### src/rtl/gf_inv_pkg.sv
// Shared sizes, FSM state encoding and element storage type for the GF(2^m) inverter.
package gf_inv_pkg;
    localparam int N_ELEM = 4;
    localparam int DATA_W = 5;
    localparam int DEG_W  = 3;
    localparam int POLY_W = 6;

    typedef enum logic [1:0] {
        IDLE = 2'd0,
        LOAD = 2'd1,
        CALC = 2'd2,
        OUT  = 2'd3
    } state_e;

    typedef logic [N_ELEM-1:0][DATA_W-1:0] elem_arr_t;

    function automatic logic deg_ok(input logic [DEG_W-1:0] d);
        return (d >= DEG_W'(2)) && (d <= DEG_W'(5));
    endfunction

    // Keeps the low m bits of an element; an unsupported degree zeroes everything.
    function automatic logic [DATA_W-1:0] elem_mask(input logic [DEG_W-1:0] d);
        logic [DATA_W:0] full;
        full = ((DATA_W+1)'(1) << d) - (DATA_W+1)'(1);
        return deg_ok(d) ? full[DATA_W-1:0] : '0;
    endfunction
endpackage

### src/rtl/gf_mul.sv
// Combinational GF(2^m) multiplier: carry-less product reduced by a runtime polynomial.
module gf_mul
    import gf_inv_pkg::*;
(
    input  logic [DATA_W-1:0] a_i,
    input  logic [DATA_W-1:0] b_i,
    input  logic [DEG_W-1:0]  deg_i,
    input  logic [POLY_W-1:0] poly_i,
    output logic [DATA_W-1:0] p_o
);
    localparam int PROD_W = 2*DATA_W - 1;

    logic [PROD_W-1:0] prod;

    always_comb begin
        prod = '0;
        for (int i = 0; i < DATA_W; i++) begin
            if (b_i[i]) prod = prod ^ (PROD_W'(a_i) << i);
        end
        // Clear bits from the top down; poly carries bit m so each xor cancels bit i.
        for (int i = PROD_W-1; i >= 2; i--) begin
            if (i >= int'(deg_i) && prod[i]) prod = prod ^ (PROD_W'(poly_i) << (i - int'(deg_i)));
        end
        p_o = prod[DATA_W-1:0] & elem_mask(deg_i);
    end
endmodule

### src/rtl/gf_inv_array.sv
// Batch GF(2^m) inverter: loads four elements, computes a^(2^m-2) serially, streams results out.
module gf_inv_array
    import gf_inv_pkg::*;
(
    input  logic              clk,
    input  logic              rst,
    input  logic              in_valid,
    input  logic [DEG_W-1:0]  deg,
    input  logic [POLY_W-1:0] poly,
    input  logic [DATA_W-1:0] in_data,
    output logic              out_valid,
    output logic [DATA_W-1:0] out_data,
    output state_e            dbg_state_o
);
    // Streams: in_valid frames exactly 4 consecutive input beats (deg/poly on beat 0 only);
    // out_valid frames exactly 4 consecutive result beats, out_data is 0 between frames.
    // There is no backpressure; in_valid outside IDLE/LOAD is ignored.
    state_e            state_q;
    logic [DEG_W-1:0]  deg_q;
    logic [POLY_W-1:0] poly_q;
    elem_arr_t         elem_q;
    elem_arr_t         res_q;
    logic [DATA_W-1:0] sq_q, acc_q;
    logic [1:0]        idx_q;
    logic [1:0]        step_q;
    logic              out_valid_q;
    logic [DATA_W-1:0] out_data_q;

    logic [DATA_W-1:0] sq_cur, acc_cur, sq_d, acc_d;
    logic [DEG_W-1:0]  m_eff;
    logic              last_step;

    // Step 0 of each element seeds sq=a, acc=1 without spending a cycle on it.
    always_comb begin
        sq_cur    = (step_q == 2'd0) ? elem_q[idx_q] : sq_q;
        acc_cur   = (step_q == 2'd0) ? DATA_W'(1) : acc_q;
        m_eff     = deg_ok(deg_q) ? deg_q : DEG_W'(2);
        last_step = ({1'b0, step_q} == (m_eff - DEG_W'(2)));
    end

    gf_mul u_sq (
        .a_i   (sq_cur),
        .b_i   (sq_cur),
        .deg_i (deg_q),
        .poly_i(poly_q),
        .p_o   (sq_d)
    );

    gf_mul u_acc (
        .a_i   (acc_cur),
        .b_i   (sq_d),
        .deg_i (deg_q),
        .poly_i(poly_q),
        .p_o   (acc_d)
    );

    always_ff @(posedge clk) begin
        if (rst) begin
            state_q     <= IDLE;
            deg_q       <= '0;
            poly_q      <= '0;
            elem_q      <= '0;
            res_q       <= '0;
            sq_q        <= '0;
            acc_q       <= '0;
            idx_q       <= '0;
            step_q      <= '0;
            out_valid_q <= 1'b0;
            out_data_q  <= '0;
        end else begin
            unique case (state_q)
                IDLE: begin
                    if (in_valid) begin
                        deg_q     <= deg;
                        poly_q    <= poly;
                        elem_q[0] <= in_data & elem_mask(deg);
                        idx_q     <= 2'd1;
                        state_q   <= LOAD;
                    end
                end
                LOAD: begin
                    elem_q[idx_q] <= in_data & elem_mask(deg_q);
                    idx_q         <= idx_q + 2'd1;
                    if (idx_q == 2'd3) begin
                        step_q  <= 2'd0;
                        state_q <= CALC;
                    end
                end
                CALC: begin
                    sq_q  <= sq_d;
                    acc_q <= acc_d;
                    if (last_step) begin
                        res_q[idx_q] <= acc_d;
                        step_q       <= 2'd0;
                        idx_q        <= idx_q + 2'd1;
                        if (idx_q == 2'd3) begin
                            // Element 0 finished long ago, so its result can go out now.
                            out_valid_q <= 1'b1;
                            out_data_q  <= res_q[0];
                            state_q     <= OUT;
                        end
                    end else begin
                        step_q <= step_q + 2'd1;
                    end
                end
                OUT: begin
                    if (idx_q == 2'd3) begin
                        out_valid_q <= 1'b0;
                        out_data_q  <= '0;
                        idx_q       <= 2'd0;
                        state_q     <= IDLE;
                    end else begin
                        out_data_q <= res_q[idx_q + 2'd1];
                        idx_q      <= idx_q + 2'd1;
                    end
                end
                default: state_q <= IDLE;
            endcase
        end
    end

    assign out_valid   = out_valid_q;
    assign out_data    = out_data_q;
    assign dbg_state_o = state_q;
endmodule

### config.mk
export PLATFORM = sky130hd
export DESIGN_NAME = gf_inv_array
export DESIGN_NICKNAME = d
export VERILOG_FILES = /design/src/rtl/gf_inv_pkg.sv /design/src/rtl/gf_mul.sv /design/src/rtl/gf_inv_array.sv
export SDC_FILE = /design/constraint.sdc
export NUM_CORES = 1
export LEC_CHECK = 0
export BUFFER_PORTS_ARGS = -buffer_cell sky130_fd_sc_hd__buf_2
export CAP_MARGIN = 20
export CELL_PAD_IN_SITES_DETAIL_PLACEMENT = 0
export CELL_PAD_IN_SITES_GLOBAL_PLACEMENT = 1
export CORE_MARGIN = 10
export CORE_UTILIZATION = 35
export CTS_CLUSTER_DIAMETER = 150
export DETAILED_ROUTE_END_ITERATION = 7
export PLACE_DENSITY_LB_ADDON = 0.1
export SYNTH_ARGS = -nofsm -noshare
export SYNTH_HDL_FRONTEND = slang
export SYNTH_SLANG_ARGS = --single-unit
### constraint.sdc
create_clock -name clk -period 8.6 [get_ports clk]
set_input_delay 1.29 -clock clk [delete_from_list [all_inputs] [get_ports clk]]
set_output_delay 1.29 -clock clk [all_outputs]
set_load 0.1 [all_outputs]
# After elaboration in Yosys (flattened, before gate mapping)

Cells that the tools add are included.
Widths: inputs -> output; s select.

Logic and storage cells: 170
Bits of input ports: 17
Register bits: 71
Output and inout bits: 8

Bitwise gates (word level): 26
Muxes and demuxes: 58
Shift operators: 9
$lt $le $gt $ge: 12
Add/sub/neg operators: 12
Reduce and logical (&&, ||, !) cells: 26
Eq/ne operators: 10

Operators by type and width:

| kind                | count |
|---|---|
| $shl 6x32->5        | 4 |
| $mux 5              | 21 |
| $mux 9              | 8 |
| $bwmux 20           | 2 |
| $xor 5x5->5         | 8 |
| $shl 6x32->6        | 1 |
| $shl 6x32->7        | 1 |
| $shl 6x32->8        | 1 |
| $and 5x5->5         | 4 |
| $bmux 5 s2          | 2 |
| $pmux 5 s2          | 2 |
| $xor 9x6->9         | 2 |
| $xor 9x7->9         | 2 |
| $xor 9x8->9         | 2 |
| $xor 9x9->9         | 2 |
| $mux 2              | 8 |
| $mux 8              | 2 |
| $pmux 2 s4          | 2 |
| $sub 3x3->4 const A | 4 |
| $xor 8x8->8         | 2 |
| $mux 7              | 2 |
| $xor 7x7->7         | 2 |
| $logic_and 1x1->1   | 13 |
| $mux 6              | 2 |
| other kinds (28)    | 54 |

# Logic depth before layout (Yosys ltp)

Depth in word-level cells: 52
Mapped depth: 35
Depth with buffers taken out: 27

# Hierarchy

Synthesis repeated with hierarchy kept, for this count alone.

Cells, all modules: 1033
Area, all modules: 7868.8 um^2

Modules (own cells, without submodules):

| module       | cells an instance | sequential area each (um^2) | area an instance (um^2) | instances |
|---|---|---|---|---|
| gf_mul       | 314               | 0.0                         | 2140.8                  | 2 |
| gf_inv_array | 405               | 1421.4                      | 3587.2                  | 1 |

# Worst setup path before layout

OpenSTA, ideal clock, no wires.

Kind: reg2reg
Start: register deg_q[1]
End: register acc_q[0]
Arrival time: 7785 ps
Clock period less this slack: 7880 ps
Cell stages (with the launch flop): 33
Library setup time: 95 ps
Slack: 720 ps
Data required time: 8505 ps
Path buffers: 5
Cells stage by stage: dfxtp_1 > buf_1 > inv_1 > ha_1 > ha_1 > buf_2 > clkinv_1 > nand3_1 > a22oi_1 > mux2i_2 > a31oi_1 > a311oi_2 > nor4_1 > or2_1 > buf_6 > o311ai_4 > o21ai_1 > o21a_1 > or4_1 > buf_2 > o32ai_2 > nor3_2 > xor2_2 > buf_6 > o211a_1 > a211oi_2 > o31ai_4 > xnor2_1 > a31oi_2 > o311ai_2 > mux2_2 > or4_1 > o311ai_1

Longest elaborated chain between the ends: 41
Elaborated cells on any way between the ends: 74
Classes of those cells: add/sub (8); order compare (7); shift (8); mux (20); bitwise (20); reduce/logical (11)

Ends and longest elaborated chain:

| element                                                 | line               | text |
|---|---|---|
| start: declaration                                      | gf_inv_array.sv:19 | `logic [DEG_W-1:0] deg_q;` |
| start signal: assignment                                | gf_inv_array.sv:74 | `deg_q <= deg;` |
| $sub 4x3->5                                             | gf_mul.sv:22       | `if (i >= int'(deg_i) && prod[i]) prod = prod ^ (PROD_W'(poly_i) << (i - int'(deg_i)));` |
| $shl 6x32->8                                            | gf_mul.sv:22       |  |
| $xor 8x8->8                                             | gf_mul.sv:22       |  |
| $mux 8                                                  | gf_mul.sv:22       |  |
| $xor 7x7->7                                             | gf_mul.sv:22       |  |
| $mux 7                                                  | gf_mul.sv:22       |  |
| $xor 6x6->6 / $logic_and 1x1->1 (equally long branches) | gf_mul.sv:22       |  |
| $mux 6                                                  | gf_mul.sv:22       |  |
| [25 not listed]                                         | n/a                |  |
| $mux 5                                                  | gf_mul.sv:22       |  |
| $xor 5x5->5 / $logic_and 1x1->1 (equally long branches) | gf_mul.sv:22       |  |
| $mux 5                                                  | gf_mul.sv:22       |  |
| $xor 5x5->5 / $logic_and 1x1->1 (equally long branches) | gf_mul.sv:22       |  |
| $mux 5                                                  | gf_mul.sv:22       |  |
| $xor 5x5->5 / $logic_and 1x1->1 (equally long branches) | gf_mul.sv:22       |  |
| $mux 5                                                  | gf_mul.sv:22       |  |
| $and 5x5->5 (*)                                         | gf_mul.sv:24       | `p_o = prod[DATA_W-1:0] & elem_mask(deg_i);` |
| end signal: assignment                                  | gf_inv_array.sv:65 | `acc_q <= '0;` |
| end signal: assignment                                  | gf_inv_array.sv:91 | `acc_q <= acc_d;` |
| end: declaration                                        | gf_inv_array.sv:23 | `logic [DATA_W-1:0] sq_q, acc_q;` |

Mark *: on every way between the ends. The rest lies on a longest branch, timed or not.
A chain may end at the register's enable or synchronous reset.

# Final worst setup path

Start: register deg_q[0]
End: register acc_q[0]

The elaborated chain is that of the path after synthesis.

==> metrics.csv <==
stage,metric,value,unit
run_status,outcome,"complete, no violations",
global_route,grt_antenna_before_repair,0,
sta,max-slew-margin-rel,0.284,
placement,setup_slack_at_placement,-0.0453,ns
logic_synthesis,synthesis.nets,1041,
setup_path,regToRegStartpoint,deg_q[0],
cts,clk_pin_slew_worst_paths,0.06,ns
global_route,grt_overflow,0,
logic_synthesis,commonest_register_cell_after_synthesis,sky130_fd_sc_hd__dfxtp_1,
cts,cts.hold.buffers_added,0,
cts,max-clock-path-buffers,2,
sta,finalCritPeriodShare,0.949,
sta,achievable-frequency,0.123,GHz
layout,finish.utilization,0.399,
cts,cts-root-buf,sky130_fd_sc_hd__clkbuf_16,
power_and_ir_drop,power_leakage,2.88,nW
setup_path,critPathSlowestCell,sky130_fd_sc_hd__or4_1,
setup_path,worstSetupPathType,reg2reg,
sta,hold_violations,0,
die,dieWidth,165,um
sta,slew_violations,0,
route,vias,7415,
route,route.final.wire_length,25900,um
layout,finish.net_count,1060,
die,fp-row-count,53,
layout,syn2layout_area_growth,12.6,%
die,core_region_area,20900,um^2
power_and_ir_drop,seqPwrFrac,0.244,
logic_synthesis,ys.warnings.count,0,
cts,clkLatencyLatePin,0.35,ns
sta,fin_crit,8.16,ns
placement,routability_driven_placement_congestion_ratio,0.915,
placement,dp_hpwl,20100,um
sta,fin_skew,0.00991,ns
sta,tightestPinTransition,1.07,ns
sta,grt_setup_unrepaired,false,
layout,drive_gt1_frac,0.149,
logic_synthesis,ys_async_sr_fraction,0,
route,initialDrtViolationCount,541,
global_route,grt_max_degree,84,
layout,final_common_cell,sky130_fd_sc_hd__nand2_1,
power_and_ir_drop,power.ir.vdd_worst,0.142,mV
sta,timing.final.ws_setup,0.437,ns
logic_synthesis,postSynthRegisterBits,71,
global_route,number_of_global_route_vias_before_repair,7040,
logic_synthesis,synthDistinctLibCells,91,
die,die_outline_area,27300,um^2
min_path,worst_hold_end,res_q[17],
sta,final-setup-viol-count,0,
cts,cts_tree,yes,
power_and_ir_drop,power_frac_comb,0.520,
power_and_ir_drop,switching_share,0.475,
cts,cts_sink_cnt,71,
die,floorplan.initialDensity,0.354,
power_and_ir_drop,power_per_cell_area,186,nW/um^2
logic_synthesis,synth_area_per_cell,7.41,um^2
power_and_ir_drop,proportion_of_power_drawn_by_the_clock_network,0.236,
placement,placement.io_buffers,24,
min_path,worst_hold_path_type,reg2reg,
setup_path,number_of_cells_traversed_by_the_worst_register_to_register_path,28,
min_path,timing.hold.worst.start,res_q[17],
global_route,grt_first_pass_wirelength,40700,um
job,maxCapViolCount,0,
global_route,grt_usage,0.189,
route,route.detailed.vias_per_inst,5.72,
setup_path,critical_path_peak_fanout,10,
setup_path,timing.critical_path.from_type,flop,
logic_synthesis,synth_cells,998,
layout,n_antenna_cell,0,
setup_path,worst_ep_arrival_time,8.41,ns
setup_path,setup.worst_path.end_class,flop,
power_and_ir_drop,netSwitchingPower,0.735,mW
route,routed_wire_length_per_instance,20.0,um
logic_synthesis,yosysSeqAreaShare,0.192,
cts,ctsHtreeMaxLevel,3,
logic_synthesis,synth-edff-count,0,
setup_path,worst_ep_required_time,8.84,ns
layout,mostFrequentLayoutCells,"sky130_fd_sc_hd__nand2_1 (136), sky130_fd_sc_hd__nor2_1 (116), sky130_fd_sc_hd__dfxtp_1 (71), sky130_fd_sc_hd__a21oi_1 (70), sky130_fd_sc_hd__nand3_1 (47)",
setup_path,reg2reg_to,acc_q[0],
die,design.portCount,25,
die,fp.dieH,165,um
logic_synthesis,cell_area_after_technology_mapping,7390,um^2
route,final_antenna_net_count,0,
route,drc_violations,0,
cts,tritoncts.num_buffers,9,
setup_path,cp_common_cell,sky130_fd_sc_hd__o21ai_0,
setup_path,worst-r2r-setup-slack,0.44,ns
power_and_ir_drop,cell_internal_pwr,0.812,mW
min_path,whs_path_depth,2,
setup_path,worst_path_largest_cell_delay,0.60,ns
route,firstDrtPassIters,7,
## metal layers
| metal | vias to the layer above | wire, um | global-route usage |
|---|---|---|---|
| li1 | 3687 | - | - |
| met1 | 3521 | 12400 | 0.257 |
| met2 | 173 | 11900 | 0.305 |
| met3 | 34 | 973 | 0.0248 |
| met4 | 0 | 592 | 0.0579 |
| met5 | - | 0 | 0 |
## final cells by class
type | count | area, um^2
clock buffers | 9 | 225
clock inverters | 7 | 62.6
fillers | 2258 | 12600
inverters | 28 | 109
multi-input cells | 845 | 5740
flip-flops and latches | 71 | 1420
well taps | 275 | 344
repair buffers | 62 | 422
## timing repair
item | 4_1_cts | 5_1_grt
buffers inserted | 0 | 7
pin swaps | 0 | 5
endpoints found under the hold margin | 0 | 0
setup endpoints to repair | 16 | 25
gates resized for setup | 2 | 28
cloned | 0 | 1
## stage by stage
step                      power (mW)  instances  setup TNS (ns)  hold WS, ns  cell area [um^2]
after floorplan                0.937        998               0        0.429              7390
after global placement          1.17       1273          -0.159        0.439              7820
after detailed placement        1.17       1273          -0.267        0.448              7820
after CTS                       1.54       1289               0        0.458              8120
after global routing            1.65       1297               0        0.481              8320
final                           1.55       1297               0        0.459              8320
## flip-flops by register name, indices dropped and copies added, names as in the netlist
name,cells
dbg_state_o,2
step_q,2
out_valid,1
idx_q,2
res_q,20
elem_q,20
poly_q,6
acc_q,5
sq_q,5
out_data,5
deg_q,3
## synthesized netlist by cell type (13+ instances only)
cell type,count,area share
sky130_fd_sc_hd__mux2i_1,29,0.039
sky130_fd_sc_hd__inv_1,27,0.014
sky130_fd_sc_hd__nor3_1,37,0.025
sky130_fd_sc_hd__a21oi_1,70,0.047
sky130_fd_sc_hd__or3_1,16,0.014
sky130_fd_sc_hd__o21ai_0,30,0.020
sky130_fd_sc_hd__xnor2_1,33,0.039
sky130_fd_sc_hd__dfxtp_1,71,0.19
sky130_fd_sc_hd__nand2_1,137,0.070
sky130_fd_sc_hd__nand3b_1,16,0.016
sky130_fd_sc_hd__xor2_1,14,0.017
sky130_fd_sc_hd__mux4_2,13,0.040
sky130_fd_sc_hd__nand3_1,47,0.032
sky130_fd_sc_hd__nor2_1,116,0.059
sky130_fd_sc_hd__and2_1,13,0.011
sky130_fd_sc_hd__nor4_1,16,0.014
sky130_fd_sc_hd__clkbuf_1,29,0.015
sky130_fd_sc_hd__ha_1,26,0.044
sky130_fd_sc_hd__nand2b_1,24,0.020
## critical path, delay by kind of cell (launching register included)
family	cells	cell delay, ns
xor+xnor	2	0.45
fa+ha+maj	2	0.62
mux	1	0.47
flops	1	0.38
buf+inv	3	0.61
compound gates	13	2.92
simple gates	7	2.60
## power by group through the flow
stage | combinational (mW) | clock (mW) | sequential, mW
3_5_place_dp | 0.782 | 0 | 0.384
5_1_grt | 0.878 | 0.387 | 0.381
2_1_floorplan | 0.530 | 0 | 0.407
6_report | 0.805 | 0.365 | 0.377
3_3_place_gp | 0.790 | 0 | 0.385
4_1_cts | 0.787 | 0.372 | 0.377
## logic make-up (layout without fill, tap and decap cells)
group	Yosys count	in the layout	synth area share
xor gates and xnor gates	52	53	0.0684
DFF	71	71	0.192
AOI/OAI and AO/OA	241	241	0.235
adders and majority gates	26	26	0.0440
muxes	57	57	0.107
buffers and inverters	83	106	0.0513
and+or+nand+nor	468	468	0.303
## how the worst max path moves through the flow
| stage | start | to | slack [ns] | cells past startpoint |
|---|---|---|---|---|
| 2_1_floorplan | deg_q[1] | acc_q[0] | 0.72 | 32 |
| 3_3_place_gp | deg_q[0] | res_q[4] | -0.04 | 28 |
| 3_5_place_dp | deg_q[0] | acc_q[0] | -0.05 | 30 |
| 4_1_cts | deg_q[0] | res_q[19] | 0.007 | 29 |
| 5_1_grt | deg_q[1] | acc_q[0] | 0.002 | 29 |
| 6_report | deg_q[0] | acc_q[0] | 0.44 | 28 |
Power figures use the tool's default switching activity.
